<file path="src/rtl/rtc_lector_rafaga.sv">
// Burst reader for the parallel RTC bus. Walks an address table, one
// address phase + one data phase per register, and returns each byte as
// {reg_idx, data_q} with a one-cycle data_valid strobe.
module rtc_lector_rafaga #(
  parameter int                  N_REGS   = 9,
  parameter int                  IDX_W    = 4,
  parameter int                  T_LOW    = 4,
  parameter int                  T_GAP    = 2,
  parameter logic [8*N_REGS-1:0] ADDR_TAB = {8'h43, 8'h42, 8'h41, 8'h26, 8'h25,
                                             8'h24, 8'h23, 8'h22, 8'h21}
) (
  input  logic             clk,
  input  logic             reset,
  input  logic             do_it_leer,
  input  logic             continuo,
  output logic             a_d,
  output logic             cs,
  output logic             rd,
  output logic             wr,
  output logic             reg_to_rtc,
  output logic             rtc_to_reg,
  output logic [7:0]       addr_out,
  input  logic [7:0]       data_in,
  output logic [7:0]       data_q,
  output logic [IDX_W-1:0] reg_idx,
  output logic             data_valid,
  output logic             busy,
  output logic             sweep_done
);

  localparam int TMAX = (T_LOW > T_GAP) ? T_LOW : T_GAP;
  localparam int CW   = $clog2(TMAX + 1);
  localparam int NTAB = 2 ** IDX_W;
  localparam int TW   = 8 * NTAB;

  localparam logic [CW-1:0]    LOW_LAST = CW'(T_LOW - 1);
  localparam logic [CW-1:0]    GAP_LAST = CW'(T_GAP - 1);
  localparam logic [IDX_W-1:0] LAST_IDX = IDX_W'(N_REGS - 1);

  typedef enum logic [2:0] {
    S_IDLE,
    S_ADDR,
    S_GAP_A,
    S_DATA,
    S_GAP_D
  } state_t;

  state_t           state, nxt;
  logic [CW-1:0]    cnt, cnt_nxt;
  logic [IDX_W-1:0] idx, idx_nxt;
  logic             lvl_q;
  logic             phase_end;
  logic             capture;
  logic             sd_nxt;

  // Table padded to a power of two so an IDX_W-bit index always selects
  // a legal entry; entries beyond N_REGS are never reached.
  logic [NTAB-1:0][7:0] tab;
  assign tab = TW'(ADDR_TAB);

  // Strobe phases last T_LOW cycles, gap phases T_GAP cycles.
  always_comb begin
    phase_end = 1'b0;
    if (state == S_ADDR || state == S_DATA) phase_end = (cnt == LOW_LAST);
    else if (state == S_GAP_A || state == S_GAP_D) phase_end = (cnt == GAP_LAST);
  end

  // Next-state, phase counter and table index.
  always_comb begin
    nxt     = state;
    cnt_nxt = cnt + CW'(1);
    idx_nxt = idx;
    capture = 1'b0;
    sd_nxt  = 1'b0;
    case (state)
      S_IDLE: begin
        cnt_nxt = '0;
        idx_nxt = '0;
        // Single-sweep mode needs a fresh 0->1 edge; holding the level does not repeat.
        if (do_it_leer && (continuo || !lvl_q)) nxt = S_ADDR;
      end
      S_ADDR: begin
        if (phase_end) begin
          nxt     = S_GAP_A;
          cnt_nxt = '0;
        end
      end
      S_GAP_A: begin
        if (phase_end) begin
          nxt     = S_DATA;
          cnt_nxt = '0;
        end
      end
      S_DATA: begin
        if (phase_end) begin
          capture = 1'b1;
          nxt     = S_GAP_D;
          cnt_nxt = '0;
        end
      end
      S_GAP_D: begin
        if (phase_end) begin
          cnt_nxt = '0;
          if (idx == LAST_IDX) begin
            sd_nxt  = 1'b1;
            idx_nxt = '0;
            nxt     = (continuo && do_it_leer) ? S_ADDR : S_IDLE;
          end else if (do_it_leer) begin
            idx_nxt = idx + IDX_W'(1);
            nxt     = S_ADDR;
          end else begin
            // Request withdrawn: abandon the sweep, next request restarts at 0.
            idx_nxt = '0;
            nxt     = S_IDLE;
          end
        end
      end
      default: begin
        nxt     = S_IDLE;
        cnt_nxt = '0;
        idx_nxt = '0;
      end
    endcase
  end

  // FSM state, counters and request-level history.
  always_ff @(posedge clk or negedge reset) begin
    if (!reset) begin
      state <= S_IDLE;
      cnt   <= '0;
      idx   <= '0;
      lvl_q <= 1'b0;
    end else begin
      state <= nxt;
      cnt   <= cnt_nxt;
      idx   <= idx_nxt;
      lvl_q <= do_it_leer;
    end
  end

  // Bus outputs registered from the next state so they line up with the
  // state register and never glitch; rd and wr come from disjoint states.
  always_ff @(posedge clk or negedge reset) begin
    if (!reset) begin
      a_d        <= 1'b1;
      cs         <= 1'b1;
      rd         <= 1'b1;
      wr         <= 1'b1;
      reg_to_rtc <= 1'b0;
      rtc_to_reg <= 1'b0;
      addr_out   <= '0;
      busy       <= 1'b0;
    end else begin
      a_d        <= (nxt != S_ADDR);
      cs         <= !(nxt == S_ADDR || nxt == S_DATA);
      wr         <= (nxt != S_ADDR);
      rd         <= (nxt != S_DATA);
      reg_to_rtc <= (nxt == S_ADDR);
      rtc_to_reg <= (nxt == S_DATA);
      busy       <= (nxt != S_IDLE);
      if (nxt == S_ADDR) addr_out <= tab[idx_nxt];
    end
  end

  // Result capture on the last data-phase cycle, plus completion strobes.
  always_ff @(posedge clk or negedge reset) begin
    if (!reset) begin
      data_q     <= '0;
      reg_idx    <= '0;
      data_valid <= 1'b0;
      sweep_done <= 1'b0;
    end else begin
      data_valid <= capture;
      sweep_done <= sd_nxt;
      if (capture) begin
        data_q  <= data_in;
        reg_idx <= idx;
      end
    end
  end

endmodule

</file>
<file path="config.mk">
export PLATFORM = sky130hd
export DESIGN_NAME = rtc_lector_rafaga
export DESIGN_NICKNAME = d
export VERILOG_FILES = /design/src/rtl/rtc_lector_rafaga.sv
export SDC_FILE = /design/constraint.sdc
export NUM_CORES = 1
export LEC_CHECK = 0
export CAP_MARGIN = 0
export CORE_MARGIN = 3
export CORE_UTILIZATION = 46
export DETAILED_ROUTE_END_ITERATION = 8
export PLACE_DENSITY = 0.85
export RECOVER_POWER = 25
export SETUP_SLACK_MARGIN = 0.5
export SKIP_LAST_GASP = 1
export SLEW_MARGIN = 40
export SYNTH_ARGS = -nofsm -noshare
export SYNTH_HDL_FRONTEND = slang
export SYNTH_SLANG_ARGS = --single-unit
</file>
<file path="constraint.sdc">
create_clock -name clk -period 2.4 [get_ports clk]
set_input_delay 0.48 -clock clk [delete_from_list [all_inputs] [get_ports clk]]
set_output_delay 0.48 -clock clk [all_outputs]
set_load 0.02 [all_outputs]
</file>
; ---- Word-level counts from Yosys, hierarchy flattened
; Memories as Yosys holds them, arrays and structs flattened. A register that Yosys moved wholly into a read port is not among the register bits.
; Cells that the tools add are included.
[op_classes]
add_sub_neg = 2
eq_ne = 11
mux = 22
reduce_logical = 13
[ops]
columns = op, count
row1 = $mux W3, 7
row2 = $pmux W3 S5, 1
row3 = $eq A3 B2 Y1 const B, 4
row4 = $mux W4, 3
row5 = $mux W1, 10
row6 = $eq A3 B1 Y1 const B, 3
row7 = $pmux W4 S2, 1
row8 = $add A4 B1 Y4 const B, 1
row9 = $eq A4 B4 Y1 const B, 1
row10 = $logic_or A1 B1 Y1, 4
row11 = $reduce_or A4 Y1, 1
row12 = $add A3 B1 Y3 const B, 1
row13 = $eq A3 B3 Y1 const B, 1
row14 = $logic_not A1 Y1, 3
row15 = $logic_not A3 Y1, 1
row16 = $ne A3 B1 Y1 const B, 1
row17 = $ne A3 B2 Y1 const B, 1
row18 = $reduce_bool A3 Y1, 1
row19 = $reduce_or A3 Y1, 1
row20 = $logic_and A1 B1 Y1, 2
[word_totals]
reg_bits = 31
rom_bits = 128
inputBits = 12
output_inout_bits = 29
mem_count = 1
[mem_list]
columns = name, depth, word_bits, rd, rd_clocked_by_memory_dff, wr, line
row1 = (no name shown), 16, 8, 1, 1, 0, 161  ; if (nxt == S_ADDR) addr_out <= tab[idx_nxt];

; ---- Longest topological paths before layout
; Gate-level depths: netlist of run 1.
[logic_depth]
word_depth = 9
mapped_depth = 10
ltp_nobuf = 10

; ---- Least setup slack after synthesis of run 1
; OpenSTA, ideal clock, no wires.
[synth_path]
path_type = reg-to-reg
start = register idx[0]
end = register addr_out[1]
arrival_time_ps = 1920
t_required_ps = 2270
setup_slack_ps = 350
path_stages_with_launch = 11
path_buffers = 0
synth_period_minus_slack_ps = 2050
path_cell_list = dfrtp_1 -> inv_1 -> ha_1 -> nand3b_4 -> and2_1 -> a31oi_1 -> o22a_1 -> ha_1 -> nor3b_1 -> a2bb2oi_1 -> a31oi_1
[synth_via]
elab_chain_cells = 5
word_cells_on_any_way = 10
cone_classes = add/sub: 1 / eq/ne: 2 / mux: 7
[synth_lines]
columns = item, line
row1 = from (decl), 50  ; logic [IDX_W-1:0] idx, idx_nxt;
row2 = from (signal assigned), 136  ; idx <= idx_nxt;
row3 = $add A4 B1 Y4 or $eq A4 B4 Y1 (tied branches), "109, 104"
row4 = $mux W4 or $mux W1 (tied branches), "108, 104"
row5 = $mux W4 or $mux W3 (tied branches), "104, 102"
row6 = $mux W4 or $pmux W3 S5 (tied branches), "102, 75"
row7 = $pmux W4 S2 or $eq A3 B1 Y1 (tied branches), "75, 161"
row8 = to (decl), 22  ; output logic [7:0] addr_out,
; Several ways; a longest one is shown, not always the timed one.
; A chain may end at the register's enable or synchronous reset.

; ---- Worst setup path after layout of run 1
[layout_path]
start = register idx[1]
end = register addr_out[1]
; The elaborated chain is that of the path after synthesis.

==> results of run 1 <==
## layer usage
layer,part of all wire [%],global-route usage (%)
met1,41,21.2
met2,50,28.2
met3,6.5,5.51
met4,2.3,9.49
met5,0,0
## final cells by class
cell class	count	area (um2)
tap	48	60.1
timing repair buffer	55	508
sequential	36	906
fill	309	1260
clock inverter	1	5.00
clock buffer	7	76.3
inverter	13	51.3
multi-input combinational	121	850
## cell usage after synthesis (3+ instances only)
cell | instances | area, um2
nand2_1 | 41 | 154
buf_6 | 3 | 33.8
nor2_1 | 11 | 41.3
xnor2_1 | 3 | 26.3
dfstp_2 | 3 | 78.8
o32ai_2 | 3 | 48.8
ha_1 | 7 | 87.6
a21oi_1 | 4 | 20.0
inv_1 | 11 | 41.3
o21ai_0 | 7 | 35.0
dfrtp_1 | 33 | 826
buf_4 | 5 | 37.5
nor3_1 | 3 | 15.0
nor3b_1 | 4 | 30.0
## per-stage QoR
step	util [%]	cells	cell area (um2)
final	66.1	281	2460
after global routing	66.1	281	2460
after CTS	63.3	273	2350
after detailed placement	59.6	260	2220
after global placement	59.6	260	2220
after floorplan	-	181	1830
## cell usage in the layout (no fill, tap or decap), types with 2 or more instances in the layout
cell type / synthesis / final
nand2_1: 41 / 40
dfrtp_1: 33 / 32
clkdlybuf4s50_1: 0 / 31
buf_4: 5 / 16
nor2_1: 11 / 10
inv_1: 11 / 8
o21ai_0: 7 / 7
ha_1: 7 / 5
clkbuf_8: 0 / 5
inv_2: 2 / 4
xnor2_1: 3 / 3
nor3b_1: 4 / 3
a21oi_1: 4 / 3
conb_1: 1 / 3
dfstp_2: 3 / 3
dlygate4sd2_1: 0 / 3
and2_4: 1 / 2
a31oi_1: 2 / 2
nor3_1: 3 / 2
nand2b_1: 2 / 2
o32ai_2: 3 / 2
nor2_4: 1 / 2
o22ai_1: 2 / 2
clkbuf_1: 2 / 2
dlymetal6s2s_1: 0 / 2
## worst max-delay path by stage
stage,to,cells past startpoint
floorplan,addr_out[1],10
global placement,addr_out[1],8
detailed placement,addr_out[1],8
CTS,addr_out[1],10
global route,addr_out[1],10
finish,addr_out[1],10
## power groups by stage
stage / registers (uW) / logic [uW] / clock network, uW
finish: 894 / 978 / 410
global route: 915 / 1070 / 450
CTS: 894 / 911 / 422
detailed placement: 905 / 853 / 0
global placement: 896 / 844 / 0
floorplan: 981 / 463 / 0
## critical path: stages, from the launching register on
cell and delay (ns):
dfrtp_1 0.41, inv_2 0.11, ha_4 0.17, nand3b_4 0.09
and2_4 0.18, a31oi_1 0.19, o22a_1 0.21, ha_1 0.23
nor3b_2 0.15, a2bb2oi_1 0.16, a31oi_1 0.08
## kinds of logic (layout without fill, tap and decap cells)
family	after synthesis	in the layout	synth area share, %
adder cells (fa/ha/maj)	7	7	4.83
AND/OR/NAND/NOR	79	79	23.3
buffers and inverters	24	76	7.32
flip-flops	36	36	49.9
AO/OA/AOI/OAI	28	28	12.4
multiplexers	1	1	0.553
other	1	3	0.207
XOR/XNOR	3	3	1.45
## what timing repair did
| item | in CTS | in global routing |
|---|---|---|
| pin swaps | 2 | 8 |
| setup endpoints to repair | 7 | 9 |
| buffers inserted | 5 | 8 |
| gates resized for setup | 7 | 14 |
==> run summary, run 1 <==
Routability cong.: 0.971
Distinct cell type count after synthesis: 49
Fin. Hold Viols: 0
Worst Path Arrival: 2.28 ns
Cts hold-fix bufs: 0
Initial Utilization: 48.8%
Combinational share of power: 42.9%
Max cap viols: 0
Element type at the critical path start: register
Final setup viols: 0
Number of global-route vias before repair: 1348
Initial antenna violation count: 0
Clk Latency, worst-skew pair: 0.29 ns
Root buffer cell: clkbuf_8
Mapped Cells: 179
# diodes: 0
# IOs: 41
Crit. Startpoint: idx[1]
Biggest register: data_q
Tightest hold margin: 0.473 ns
Number of port buffers: 37
Dpl hpwl: 2.58 mm
Routed Wire Length: 3.97 mm
Syn_area_per_cell: 10.1 um2
Layout cells sized above 1: 23.2%
First DRT Iteration DRCs: 81
RSZ-0062 raised after global routing: yes
GRT Residual Overflow: 0
WS Path Type: reg -> reg
Final ANT Viol Nets: 0
Largest net degree at the start of global routing: 37
Number of buffers created by CTS: 5
Slew headroom: 41.4%
Synth Register Bits: 36
Total GRT Usage: 17.7%
Routed wire length per instance: 14.1 um
CP endpoint kind: register
Switching fraction of total power: 37.5%
Deepest clock path buffer count: 2
Regs by FF count: data_q (8), addr_out (5)
Synth async-reset ratio: 100%
Main synth FF type: dfrtp_1
Crit Reg-Reg Startpoint: idx[1]
Number of synthesized flops with an enable pin: 0
P_leak: 0.00111 uW
Clk pwr share: 18.0%
Die Width: 68.8 um
Worst R2R Setup Slack: 0.29 ns
Chip height: 68.8 um
Worst slew pin tran: 0.878 ns
First-pass detailed-route iteration total: 5
Final Slew Violations: 0
Via/cell ratio: 5.21
Hold path endpoint: data_q[2]
DR DRC count: 0
Power consumption: 2280 uW
H-tree depth: 2
Setup ws final: 0.292 ns
Sequential power share: 39.2%
Tmin final: 2.11 ns
Dpl ws: 0.0400 ns
Hold Crit Start: data_q[2]
Worst R2R End: addr_out[1]
Reg2reg path depth: 10
DR vias: 1463
Worst hold path type: reg -> reg
Part of the Yosys area used for sequential elements: 49.9%
CP Data Required Time: 2.57 ns
Worst Hold Depth: 2
Outcome: finished, final reports clean
Final setup skew: 0.00474 ns
Period utilisation layout: 87.8%
Global-route wire length before repair: 6.02 mm
Clk sinks: 36
Total core area: 3720 um2
Fin nets: 251
Layout area overhead: 35.6%
Internal Power: 1430 uW
Fin Setup TNS: 0 ns
Critical Path Fanout Max: 4
PD cells: 929 nW/um2
Num rows: 22
DIE AREA: 4730 um2
CTS tree: built
P_sw: 856 uW
Synthesized cell area: 1810 um2
FMAX: 474 MHz
Peak VDD IR: 0.433 mV
Ys Warns: 0
Max FFs per register: 8
Clk slew on worst S/H paths: 0.07 ns
No activity file was read; power rests on OpenSTA's default activity.
==> inputs of run 2 (changes only) <==
Settings changed: CORE_UTILIZATION 46 to 41, CTS_CLUSTER_DIAMETER set to 30, PLACE_DENSITY 0.85 to 0.78.
==> run 2 against run 1 <==
  * Sequential cell count did not move
  * Combinational power fell by 1%
  * Core utilization fell by 6.6 points
  * Via count fell by 4.6%
  * First-iteration DRC count rose by 6.2%
  * Count of clock-buffer cells in the layout did not move
  * Final cell count fell by 0.71%
  * Register-to-register slack improved by 0.05 ns
  * Critical endpoint is now addr_out[6]
  * Highest routed layer unchanged
==> run summary, run 2 (synthesis gave the netlist of run 1 again) <==
Outcome: finished, final reports clean
Fin. Hold Viols: 0 (unchanged)
Via/cell ratio: 5.00 (-3.9%)
Power consumption: 2320 uW (+1.6%)
Final ANT Viol Nets: 0 (unchanged)
P_leak: 0.00109 uW (-1.7%)
Element type at the critical path start: register
DP Area: 2210 um2 (-0.45%)
Fin Setup TNS: 0 ns (unchanged)
Clk sinks: 36 (unchanged)
Final setup skew: 0.00819 ns (+0.00345 ns)
DR DRC count: 0 (unchanged)
DIE AREA: 5250 um2 (+11%)
Biggest register: data_q
Layout cells sized above 1: 24.0% (+0.84 points)
Dpl hpwl: 2.62 mm (+1.4%)
CTS tree: built
First DRT Iteration DRCs: 86 (+6.2%)
Clk Latency, worst-skew pair: 0.29 ns (about the same)
FMAX: 486 MHz (+2.3%)
First-pass detailed-route iteration total: 4 (-1)
Max FFs per register: 8 (unchanged)
Critical Path Fanout Max: 6 (+2)
Number of global-route vias before repair: 1403 (+4.1%)
Deepest clock path buffer count: 2 (unchanged)
# IOs: 41 (unchanged)
Cts hold-fix bufs: 0 (unchanged)
Max cap viols: 0 (unchanged)
Clk slew on worst S/H paths: 0.07 ns (about the same)
Routability cong.: 0.888 (-8.5%)
H-tree depth: 2 (unchanged)
Routed wire length per instance: 13.6 um (-4.1%)
Global-route wire length before repair: 6.52 mm (+8.4%)
Total GRT Usage: 16.4% (-1.2 points)
CP Data Required Time: 2.62 ns (+0.05 ns)
Commonest cells after routing, fill and taps aside: nand2_1, dfrtp_1, clkdlybuf4s50_1
DR vias: 1396 (-4.6%)
Tmin final: 2.06 ns (-0.0482 ns)
Largest net degree at the start of global routing: 37 (unchanged)
PD cells: 940 nW/um2 (+1.2%)
Dpl ws: 0.0634 ns (+0.0233 ns)
Initial antenna violation count: 0 (unchanged)
Final core utilization: 59.5% (-6.6 points)
Layout area overhead: 36.1%
CP endpoint kind: register
Reg2reg path depth: 8 (-2)
Peak VDD IR: 0.436 mV (+0.69%)
Regs by FF count: data_q (8), addr_out (5)
Number of buffers created by CTS: 5 (unchanged)
Final Slew Violations: 0 (unchanged)
Root buffer cell: clkbuf_8
Fin area: 2470 um2 (+0.41%)
Setup ws final: 0.340 ns (+0.0482 ns)
Final setup viols: 0 (unchanged)
Worst hold path type: in -> async
Period utilisation layout: 85.8% (-2.0 points)
Die Width: 72.5 um (+5.4%)
WS Path Type: reg -> reg
Commonest non-fill, non-tap cell in the layout: nand2_1
GRT Residual Overflow: 0 (unchanged)
# diodes: 0 (unchanged)
Chip height: 72.5 um (+5.4%)
Initial Utilization: 43.7% (-5.0 points)
Worst Path Arrival: 2.28 ns (about the same)
Total core area: 4140 um2 (+12%)
Num rows: 23 (+4.5%)
Number of port buffers: 37 (unchanged)
Fin nets: 247 (-1.6%)
Routed Wire Length: 3.78 mm (-4.8%)
RSZ-0062 raised after global routing: yes
[run 2: changes by cell type in the layout (fill, tap and decap cells not counted), sizes merged]
cell | before | now
dlygate4sd3 | 1 | 0
buf | 17 | 15
clkdlybuf4s50 | 31 | 30
dlymetal6s2s | 2 | 3
clkinv | 1 | 0
clkbuf | 8 | 7
clkinvlp | 0 | 1
[run 2: what timing repair did]
action,4_1_cts,5_1_grt
resized for setup,12,14
pin swaps,2,7
endpoints found under the setup margin,7,10
buffers inserted,7,3
[run 2: power breakdown]
| part | leakage [uW] | total, uW | switching [uW] | internal [uW] |
|---|---|---|---|---|
| registers | 0.000429 | 900 | 132 | 768 |
| clock network | 0.0000445 | 450 | 217 | 233 |
| logic | 0.000620 | 967 | 515 | 452 |
[run 2: final cells by class]
type	count	area, um2
clock buffer	7	86.3
timing repair buffer	51	477
inverter	13	51.3
tap	50	62.6
multi-input combinational	121	873
clock inverter	1	7.51
sequential	36	908
fill	348	1680
[run 2: path summary, 6_finish.rpt]
check,from,endpoint,slack (ns)
max,cnt[0],addr_out[6],0.34
min,reset,lvl_q,0.13
max reg2reg,cnt[0],addr_out[6],0.34
min reg2reg,data_q[7],data_q[7],0.47
max in group asynchronous,reset,state[0],1.92
min in group clk,data_q[7],data_q[7],0.47
[run 2: routing by layer]
metal | GRT usage (%) | share of wire, % | wire length, um
met1 | 20.2 | 43 | 1620
met2 | 26.4 | 50 | 1870
met3 | 5.68 | 5.6 | 212
met4 | 6.76 | 2.1 | 80
met5 | 0 | 0 | 0
[run 2: stage by stage]
step / instances / hold WS [ns]
after global placement: 261 / 0.456
after CTS: 276 / 0.285
final: 279 / 0.129
after floorplan: 181 / 0.184
after detailed placement: 261 / 0.462
after global routing: 279 / 0.152
[run 2: critical path, stage by stage (launching register included)]
cell	delay [ns]
dfrtp_1	0.41
ha_2	0.20
nor2b_4	0.14
buf_4	0.15
a2111oi_4	0.34
a41o_1	0.24
nor2_4	0.08
or2_1	0.25
o221ai_2	0.18
==> inputs of run 3 (changes only) <==
Settings changed: CORE_UTILIZATION 41 to 50, GPL_TIMING_DRIVEN set to 0, PLACE_DENSITY 0.78 to 0.91.
==> run 3 against run 2 <==
  * Count of clock-buffer cells in the layout fell by 1
  * Sequential cell count did not move
  * Core utilization rose by 14 points
  * First-iteration DRC count rose by 17%
  * Global-route usage rose by 2.6 points
  * Via count rose by 7.8%
  * Die area fell by 17%
  * Final cell count rose by 2.9%
  * Setup slack got worse by 0.030 ns
  * Largest power group unchanged
==> run summary, run 3 (synthesis gave the netlist of run 1 again) <==
Outcome: finished, final reports clean
Slew headroom: 20.7%
Total core area: 3420 um2 (-18%)
Worst Path Arrival: 2.33 ns (+0.05 ns)
FMAX: 479 MHz (-1.4%)
Tmin final: 2.09 ns (+0.0299 ns)
Number of buffers created by CTS: 5 (unchanged)
Period utilisation layout: 87.1% (+1.2 points)
Final setup viols: 0 (unchanged)
Num rows: 21 (-8.7%)
Initial antenna violation count: 0 (unchanged)
Routability cong.: 0.893 (+0.59%)
Critical Path Fanout Max: 4 (-2)
Setup ws final: 0.310 ns (-0.0299 ns)
CP Data Required Time: 2.64 ns (+0.02 ns)
Peak VDD IR: 0.502 mV (+15%)
Global-route wire length before repair: 6.39 mm (-2.0%)
Crit. Startpoint: idx[1]
GRT Residual Overflow: 0 (unchanged)
Final Slew Violations: 0 (unchanged)
Crit Reg-Reg Startpoint: idx[1]
Worst hold path type: in -> async
Fill cell total of the finished layout: 228 (-34%)
Element type at the critical path start: register
Routed wire length per instance: 13.7 um (+1.0%)
First-pass detailed-route iteration total: 4 (unchanged)
CP endpoint kind: register
WS Path Type: reg -> reg
Final setup skew: 0.0132 ns (+0.00498 ns)
Fin nets: 259 (+4.9%)
Commonest non-fill, non-tap cell in the layout: nand2_1
Clk Latency, worst-skew pair: 0.35 ns (+0.06 ns)
Final ANT Viol Nets: 0 (unchanged)
Register area: 905 um2 (-0.41%)
Root buffer cell: clkbuf_4
Number of global-route vias before repair: 1458 (+3.9%)
# diodes: 0 (unchanged)
Layout cells sized above 1: 26.6% (+2.5 points)
Area of the multi-input gates: 866 um2 (-0.86%)
Via/cell ratio: 5.24 (+4.8%)
Max cap viols: 0 (unchanged)
Layout area overhead: 38.5%
Total GRT Usage: 19.1% (+2.6 points)
Worst slew pin tran: 1.19 ns
Clk sinks: 36 (unchanged)
Number of port buffers: 37 (unchanged)
CTS tree: built
Die Width: 66.2 um (-8.7%)
Regs by FF count: data_q (8), addr_out (5)
Tightest hold margin: 0.162 ns (+0.0335 ns)
Chip height: 66.2 um (-8.7%)
Routed Wire Length: 3.93 mm (+3.9%)
Commonest cells after routing, fill and taps aside: nand2_1, dfrtp_1, clkdlybuf4s50_1
Biggest register: data_q
Largest net degree at the start of global routing: 24 (-35%)
DIE AREA: 4380 um2 (-17%)
Fin. Hold Viols: 0 (unchanged)
Initial Utilization: 53.0% (+9.3 points)
H-tree depth: 2 (unchanged)
First DRT Iteration DRCs: 101 (+17%)
Cts hold-fix bufs: 0 (unchanged)
PD cells: 940 nW/um2 (about the same)
P_leak: 0.00114 uW (+3.8%)
Max FFs per register: 8 (unchanged)
RSZ-0062 raised after global routing: yes
Deepest clock path buffer count: 2 (unchanged)
DR DRC count: 0 (unchanged)
Dpl hpwl: 2.59 mm (-1.1%)
DR vias: 1505 (+7.8%)
Dpl ws: -0.135 ns (-0.199 ns)
# IOs: 41 (unchanged)
Clk slew on worst S/H paths: 0.11 ns (+0.04 ns)
run 3: changes by cell type in the layout (fill, tap and decap cells not counted), moves of 2 or more:
cell            delta
buf_4              +4
buf_6              +3
clkbuf_1           +2
clkbuf_2           +2
clkbuf_4           +5
clkbuf_8           -6
dfrtp_1            +3
dfrtp_2            -3
dlygate4sd2_1      +2
dlymetal6s2s_1     -3
run 3: per-stage QoR:
step | cell area (um2) | TNS [ns] | util (%) | total power, uW | std cells
2_1_floorplan | 1830 | 0 | - | 1440 | 181
3_3_place_gp | 2260 | -0.0374 | 66.2 | 1780 | 264
3_5_place_dp | 2280 | -0.135 | 66.8 | 1810 | 265
4_1_cts | 2410 | 0 | 70.7 | 2260 | 279
5_1_grt | 2510 | 0 | 73.4 | 2510 | 287
6_report | 2510 | 0 | 73.4 | 2360 | 287
run 3: final timing paths:
| path | end | slack (ns) | cells past startpoint |
|---|---|---|---|
| min reg2reg | reg_idx[2] | 0.48 | 2 |
| min | addr_out[6] | 0.16 | 1 |
| max | addr_out[1] | 0.31 | 10 |
| max in group asynchronous | sweep_done | 0.70 | 2 |
| max reg2reg | addr_out[1] | 0.31 | 10 |
| min in group clk | reg_idx[2] | 0.48 | 2 |
run 3: what timing repair did:
action / CTS / global route
pin swaps: 2 / 5
gates resized for setup: 9 / 17
buffers inserted: 6 / 8
setup endpoints to repair: 9 / 19
run 3: layer usage:
metal | part of all wire, % | global-route usage [%] | up-vias
met5 | 0 | 0 | -
met4 | 1.2 | 7.87 | 0
met3 | 4.9 | 4.42 | 10
met2 | 50 | 31.5 | 51
met1 | 44 | 23.8 | 728
li1 | - | - | 716
run 3: layout make-up:
class	count	area share, %
Buffer	11	3.44
Clock inverter	2	1.40
Tap cell	46	2.29
Inverter	13	2.04
Timing Repair Buffer	52	18.6
Sequential cell	36	36.1
Multi-Input combinational cell	121	34.5
Clock buffer	6	1.65
run 3: worst max-delay path, stage by stage (launching register included):
cell	delay, ns
dfrtp_1	0.42
inv_2	0.11
ha_4	0.17
nand3b_4	0.10
and2_1	0.21
a31oi_2	0.15
o22a_1	0.19
ha_1	0.23
nor3b_2	0.16
a2bb2oi_1	0.16
a31oi_1	0.10
run 3: power by group:
part	internal [uW]	leakage [uW]	switching, uW	total, uW
Sequential	764	0.000434	66.3	831
Clock	218	0.0000422	199	417
Combinational	511	0.000660	599	1110
